--- config.mk ---
export PLATFORM = sky130hd
export DESIGN_NAME = axi_stream_remove_header
export DESIGN_NICKNAME = d
export VERILOG_FILES = /design/src/rtl/axi_stream_hdr_pkg.sv /design/src/rtl/axi_stream_remove_header.sv
export SDC_FILE = /design/constraint.sdc
export NUM_CORES = 1
export LEC_CHECK = 0
export CORE_AREA = 2 2 141 143
export DETAILED_ROUTE_END_ITERATION = 10
export DIE_AREA = 0 0 143 145
export RECOVER_POWER = 50
export SLEW_MARGIN = 20
export SYNTH_ARGS = -nofsm -noshare
export SYNTH_HDL_FRONTEND = slang
export SYNTH_SLANG_ARGS = --single-unit
--- constraint.sdc ---
create_clock -name clk -period 2.9 [get_ports clk]
set_input_delay 0.58 -clock clk [delete_from_list [all_inputs] [get_ports clk]]
set_output_delay 0.58 -clock clk [all_outputs]
set_load 0.02 [all_outputs]
--- src/rtl/axi_stream_hdr_pkg.sv ---
// rtl/axi_stream_hdr_pkg.sv - shared state enum and keep/count helpers for the header stages
package axi_stream_hdr_pkg;

  typedef enum logic [1:0] {
    IDLE   = 2'd0,
    HEAD   = 2'd1,
    STREAM = 2'd2,
    FLUSH  = 2'd3
  } state_t;

  // keep is MSB-contiguous, so only four legal patterns map to a count
  function automatic logic [2:0] keep_to_cnt(input logic [3:0] keep);
    case (keep)
      4'b1000: keep_to_cnt = 3'd1;
      4'b1100: keep_to_cnt = 3'd2;
      4'b1110: keep_to_cnt = 3'd3;
      4'b1111: keep_to_cnt = 3'd4;
      default: keep_to_cnt = 3'd0;
    endcase
  endfunction

  function automatic logic [3:0] cnt_to_keep(input logic [2:0] cnt);
    case (cnt)
      3'd0:    cnt_to_keep = 4'b0000;
      3'd1:    cnt_to_keep = 4'b1000;
      3'd2:    cnt_to_keep = 4'b1100;
      3'd3:    cnt_to_keep = 4'b1110;
      default: cnt_to_keep = 4'b1111;
    endcase
  endfunction

  function automatic logic [31:0] keep_to_mask(input logic [3:0] keep);
    keep_to_mask = {{8{keep[3]}}, {8{keep[2]}}, {8{keep[1]}}, {8{keep[0]}}};
  endfunction

endpackage

--- src/rtl/axi_stream_remove_header.sv ---
// rtl/axi_stream_remove_header.sv - strips 0-3 leading bytes from a 32-bit packet and realigns it
module axi_stream_remove_header
  import axi_stream_hdr_pkg::*;
(
  input  logic        clk,
  input  logic        rstn,
  input  logic        valid_in,
  input  logic [31:0] data_in,
  input  logic [3:0]  keep_in,
  input  logic        last_in,
  output logic        ready_in,
  input  logic        valid_remove,
  input  logic [1:0]  byte_remove_cnt,
  output logic        ready_remove,
  output logic        valid_out,
  output logic [31:0] data_out,
  output logic [3:0]  keep_out,
  output logic        last_out,
  input  logic        ready_out
);

  state_t      state, state_nxt;
  logic [31:0] hold_q, hold_nxt;
  logic [2:0]  hcnt_q, hcnt_nxt;
  logic [1:0]  skip_q;

  logic        slot_free;
  logic [2:0]  kcnt;
  logic [3:0]  tcnt;
  logic [31:0] merged;
  logic [31:0] residual;
  logic [3:0]  tail_keep;
  logic [3:0]  flush_keep;

  logic        load;
  logic [31:0] ld_data;
  logic [3:0]  ld_keep;
  logic        ld_last;

  assign slot_free  = !valid_out || ready_out;
  assign kcnt       = keep_to_cnt(keep_in);
  assign tcnt       = {1'b0, hcnt_q} + {1'b0, kcnt};
  assign tail_keep  = cnt_to_keep(tcnt[2:0]);
  assign flush_keep = cnt_to_keep(hcnt_q);

  // Top h bytes come from H, the rest from the head of the new beat;
  // whatever of the new beat did not fit moves up to become the next H.
  assign merged   = (hold_q & keep_to_mask(flush_keep)) | (data_in >> {hcnt_q, 3'b000});
  assign residual = data_in << {3'd4 - hcnt_q, 3'b000};

  always_comb begin
    state_nxt    = state;
    hold_nxt     = hold_q;
    hcnt_nxt     = hcnt_q;
    ready_in     = 1'b0;
    ready_remove = 1'b0;
    load         = 1'b0;
    ld_data      = 32'd0;
    ld_keep      = 4'd0;
    ld_last      = 1'b0;
    case (state)
      IDLE: begin
        ready_remove = 1'b1;
        if (valid_remove) state_nxt = HEAD;
      end
      HEAD: begin
        ready_in = 1'b1;
        if (valid_in) begin
          hold_nxt = data_in << {skip_q, 3'b000};
          hcnt_nxt = (kcnt > {1'b0, skip_q}) ? kcnt - {1'b0, skip_q} : 3'd0;
          if (last_in)
            state_nxt = (kcnt > {1'b0, skip_q}) ? FLUSH : IDLE;
          else
            state_nxt = STREAM;
        end
      end
      STREAM: begin
        ready_in = slot_free;
        if (valid_in && slot_free) begin
          load = 1'b1;
          if (last_in && tcnt <= 4'd4) begin
            ld_data   = merged & keep_to_mask(tail_keep);
            ld_keep   = tail_keep;
            ld_last   = 1'b1;
            state_nxt = IDLE;
          end else begin
            ld_data  = merged;
            ld_keep  = 4'b1111;
            hold_nxt = residual;
            if (last_in) begin
              hcnt_nxt  = 3'(tcnt - 4'd4);
              state_nxt = FLUSH;
            end
          end
        end
      end
      FLUSH: begin
        if (slot_free) begin
          load      = 1'b1;
          ld_data   = hold_q & keep_to_mask(flush_keep);
          ld_keep   = flush_keep;
          ld_last   = 1'b1;
          state_nxt = IDLE;
        end
      end
      default: state_nxt = IDLE;
    endcase
  end

  always_ff @(posedge clk or negedge rstn) begin
    if (!rstn) begin
      state  <= IDLE;
      hold_q <= 32'd0;
      hcnt_q <= 3'd0;
      skip_q <= 2'd0;
    end else begin
      state  <= state_nxt;
      hold_q <= hold_nxt;
      hcnt_q <= hcnt_nxt;
      if (state == IDLE && valid_remove) skip_q <= byte_remove_cnt;
    end
  end

  always_ff @(posedge clk or negedge rstn) begin
    if (!rstn) begin
      valid_out <= 1'b0;
      data_out  <= 32'd0;
      keep_out  <= 4'd0;
      last_out  <= 1'b0;
    end else if (load) begin
      valid_out <= 1'b1;
      data_out  <= ld_data;
      keep_out  <= ld_keep;
      last_out  <= ld_last;
    end else if (ready_out) begin
      valid_out <= 1'b0;
    end
  end

endmodule

After elaboration in Yosys (flattened, before gate mapping)
Cells that the tools add are included.

Muxes and demuxes: 40. $add $sub $neg: 4. Bitwise gates (word level): 3. Shift-type cells: 3. Reduce and logical (&&, ||, !) cells: 13. Equal/unequal tests: 20. Magnitude comparators: 2.

Operators with widths (number): 32-bit 2-to-1 mux (6); 32-bit case mux with 2 select lines (2); 32-bit bitwise AND (2); 32-bit OR (1); 4-bit case mux with 4 select lines (2); 32-bit by 5-bit << shifter with 32-bit output (1); 32-bit by 6-bit << shifter with 32-bit output (1); 32-bit by 6-bit right shift with 32-bit output (1); 4-bit equality test, second input constant (4); 2-bit 2-to-1 mux (8); 3-bit 2-to-1 mux (5); 3-bit by 2-bit equality test with 1-bit output, second input constant (4); 4-bit 2-to-1 mux (3); 2-bit != test, second input constant (6); 3-bit case mux with 4 select lines (1); 5-bit AND reduction (2); 2-bit case mux with 4 select lines (1); 4-bit case mux with 2 select lines (1); 1-bit 2-to-1 mux (7); 3-bit by 1-bit equality test with 1-bit output, second input constant (2); 3-bit logical NOT (2); 1-bit case mux with 2 select lines (3); 3-bit case mux with 2 select lines (1); 3-bit by 3-bit adder with 4-bit output (1); 14 further kinds (18).

Logic and storage cells: 93. Output and inout bits: 40. Bits in registers: 77. Bits of input ports: 44.

Longest topological paths before layout
Word-level depth: 9. Gate-level depth with buffers: 13. Depth with buffers taken out: 11.

Worst setup path before layout
Ideal clock, no wire load.

Kind: input port to flip-flop. Start point: input port keep_in[3]. End point: register hold_q[12]. Path slack: 0.198 ns. Path buffers: 2. Data required time: 2.808 ns. Stages on the path: 12. Arrival: 2.610 ns. Library setup time: 0.092 ns. Cells stage by stage: nor2b_1 -> nand2_1 -> inv_1 -> ha_1 -> inv_1 -> fa_1 -> xnor2_2 -> nand2_2 -> a311o_1 -> buf_6 -> buf_6 -> o31ai_2.

Word-level cells in the longest chain between the ends: 7. Elaborated cells on any way between the ends: 10. Classes of those cells: add/sub (1); order compare (1); eq/ne (5); mux (1); reduce/logical (2).

RTL lines: from (decl) (line axi_stream_remove_header.sv:9) `input logic [3:0] keep_in,`; 4-bit equality test (line axi_stream_hdr_pkg.sv:13) `case (keep)`; 3-bit case mux with 4 select lines (*) (line axi_stream_hdr_pkg.sv:13); 3-bit by 3-bit adder with 4-bit output (*) (line axi_stream_remove_header.sv:42) `assign tcnt = {1'b0, hcnt_q} + {1'b0, kcnt};`; 4-bit by 3-bit <= comparator with 1-bit output (*) (line axi_stream_remove_header.sv:81) `if (last_in && tcnt <= 4'd4) begin`; 1-bit logical AND (*) (line axi_stream_remove_header.sv:81); 2-bit != test (no source line) (*); 4-bit AND reduction (no source line) (*); to (signal assigned) (line axi_stream_remove_header.sv:118) `hold_q <= hold_nxt;`; to (decl) (line axi_stream_remove_header.sv:23) `logic [31:0] hold_q, hold_nxt;`.

Every way passes the cells marked *; elsewhere a longest branch is shown, timed or not. A chain may end at the register's enable or synchronous reset.

Worst setup path after layout
Start point: register state[0]. End point: output port ready_in.

Word-level cells in the longest chain between the ends: 2. Elaborated cells on any way between the ends: 3. Classes of those cells: eq/ne (2); mux (1).

RTL lines: from (decl) (line axi_stream_remove_header.sv:22) `state_t state, state_nxt;`; from (signal assigned) (line axi_stream_remove_header.sv:117) `state <= state_nxt;`; 2-bit equality test / 2-bit by 1-bit equality test with 1-bit output (equally long branches) (line axi_stream_remove_header.sv:61) `case (state)`; 1-bit case mux with 2 select lines (*) (line axi_stream_remove_header.sv:61); to (decl) (line axi_stream_remove_header.sv:11) `output logic ready_in,`.

Marks and branches as above.

==> metrics <==
xor and xnor area share after synthesis 1.061%; period utilization 91.72%; slew at the pin closest to its max-slew limit 2034 ps; Overflow after GRT 0; Top Ports 84; CTS tree yes; Synth-to-Final Area Change 35.42%; Rows 51; largest family of logic cells by synthesized area compound AO/OA/AOI/OAI gates; status complete, but fails checks; Setup Viol. Count Final 0; Worst R2R Path Depth 8; failing checks max-capacitance violations, max-slew violations; worst path cell trace inv_1, ha_1, buf_4, a21oi_1, nor2b_1, clkdlybuf4s50_1; Final Hold Slack 469.9 ps; Worst EP arrival 2080 ps; P_leak 0.002791 uW; setup TNS 0 ps; Clock Skew 5.368 ps; Final Hold Vio Count 0; die span in x 143 microns; VDD IR max 0.4896 mV; H-tree levels 3; Root Driver clkbuf_16; largest net degree at the start of global routing 78; Placement Setup Slack -429.6 ps; syn_area_per_cell 9.970 sq um; first-pass GRT wire length 23440 microns; Max-Slew Margin vs Limit -35.61%; reg2reg start state[0]; PortBufs 83; syn_nets 531; post-layout power 6742 uW; simple-gate share of the synthesized area 9.658%; cts hold-fix bufs 0; Post-Synthesis Cells 473; share of post-route cells with drive strength above 1 17.76%; Final GP Congestion 0.8068; post-route cell area 6386 sq um; clk buf depth 2; Slowest cell on crit path clkdlybuf4s50_1; drt drc 0; Power Density 1056 nW/um^2; Setup crit start kind flip-flop; maximum fanout along the worst path 19; vias post-DR 4226; post-synthesis sequential area ratio 40.86%; WL final 15130 microns; vias in the first global route 4101; synth warn 0; multiplexer area fraction after synthesis 15.81%; fin. max-slew vios 78; CP required 2320 ps; count of cell types in the netlist 50; WL/cell 17.90 microns; Min-Delay Endpoint data_out[4]; Final Critical Period 2660 ps; clock-pin slew on the worst setup and hold paths 70 ps; asr flop ratio synth 100.0%; vias per cell 5.001; die footprint 20740 sq um; initial core utilization 24.55%; hpwl dp 10570 microns; reg2reg end data_out[27]; FF-to-FF setup slack 320 ps; number of diodes 0; Hold Startpoint data_out[4]; Iteration-0 DRC Markers 309; max-cap violation count 1; Synth Register Bits 77; Clock Sinks 77; Global Route Usage Sum 14.63%; Synth Area in Compound Gates 23.91%; drt first pass iters 6; Top FF cell, synth dfrtp_1; final net count 633; initial antenna violation count 0; Adder-Cell Fraction of Synth Area 4.033%; final setup margin 240.0 ps; Die Y 145 microns; critical path class reg -> out; Placement Cell Area 5986 sq um; HP Class reg -> reg; Num CTS Buffers 9; RSZ-0062 raised after global routing no; Hold Crit Depth 2; Skew-Pair Late Insertion Delay 340 ps; max incr delay on CP 620 ps; Core Region 19210 sq um; crit end category output pin; post-synthesis cell area 4716 sq um; Post-synth EDFFs 0; remaining antenna violation count 0; max frequency 0.3759 GHz
Yosys cell counts, drive strengths merged (9+ instances only):
master	count	area, sq um
ha	12	150.1
inv	14	52.55
mux2i	34	340.3
mux2	22	247.7
buf	26	155.1
nor2	9	33.78
o31ai	9	87.59
dfrtp	77	1927
a22oi	39	292.8
a21oi	11	58.81
nand2	77	291.5
o21ai	68	340.3
critical path, delay by kind of cell, from the launching register on:
kind	cells	cell delay, ps
AND/OR/NAND/NOR	1	120
buffers and inverters	3	950
adder cells (fa/ha/maj)	1	140
AO/OA/AOI/OAI	1	120
flip-flops	1	410
registers in the layout, summed over array words and instances, names as in the netlist:
| signal | flops |
|---|---|
| last_out | 1 |
| hcnt_q | 3 |
| state | 2 |
| data_out | 32 |
| keep_out | 4 |
| skip_q | 2 |
| hold_q | 32 |
| valid_out | 1 |
metal layers:
| metal | track usage [%] | share of wire [%] |
|---|---|---|
| met3 | 3.333 | 6.5 |
| met1 | 20.35 | 45 |
| met2 | 22.61 | 46 |
| met4 | 4.307 | 1.9 |
| met5 | 0 | 0 |
layout make-up:
type | count | area (sq um)
clock inverters | 7 | 58.81
flip-flops and latches | 77 | 1927
clock buffers | 9 | 225.2
repair buffers | 120 | 1187
multi-input cells | 353 | 2604
well taps | 265 | 331.6
inverters | 14 | 52.55
fillers | 1977 | 12820
report_power, final:
group / switching, uW / internal, uW
clock: 499 / 593
sequential: 293 / 1510
combinational: 2130 / 1710
how the worst max path moves through the flow:
stage / slack (ps) / start / endpoint / depth (start not counted)
global route: 80 / state[0] / data_out[24] / 8
global placement: -360 / keep_in[3] / hold_q[11] / 12
floorplan: 200 / keep_in[3] / hold_q[12] / 12
CTS: -20 / keep_in[2] / hold_q[28] / 13
finish: 240 / state[0] / ready_in / 6
detailed placement: -430 / keep_in[3] / hold_q[10] / 12
placed cells by master (no fill, tap or decap), types with 13 or more instances in the layout:
cell	synthesis	routed
nand2_1	76	76
o21ai_0	64	64
buf_4	2	31
mux2_2	22	22
a22oi_1	39	39
inv_1	13	13
clkdlybuf4s50_1	0	61
mux2i_1	34	33
dlygate4sd3_1	0	17
dfrtp_1	77	77
logic make-up after synthesis:
kind of cell / count (synthesis)
adder cells (fa/ha/maj): 14
AND/OR/NAND/NOR: 107
flip-flops: 77
XOR/XNOR: 4
buffers and inverters: 43
multiplexers: 63
AO/OA/AOI/OAI: 165
timing repair:
item                       4_1_cts  5_1_grt
cloned                           2        0
resized for setup                4        9
setup buffers                    2        0
setup endpoints to repair       10       53
pin swaps                        1        4
through the flow:
step           instances  utilization (%)
2_1_floorplan        473                -
3_3_place_gp         825            31.16
3_5_place_dp         825            31.16
4_1_cts              845            33.15
5_1_grt              845            33.25
6_report             845            33.25
(Power assumes the default switching activity.)
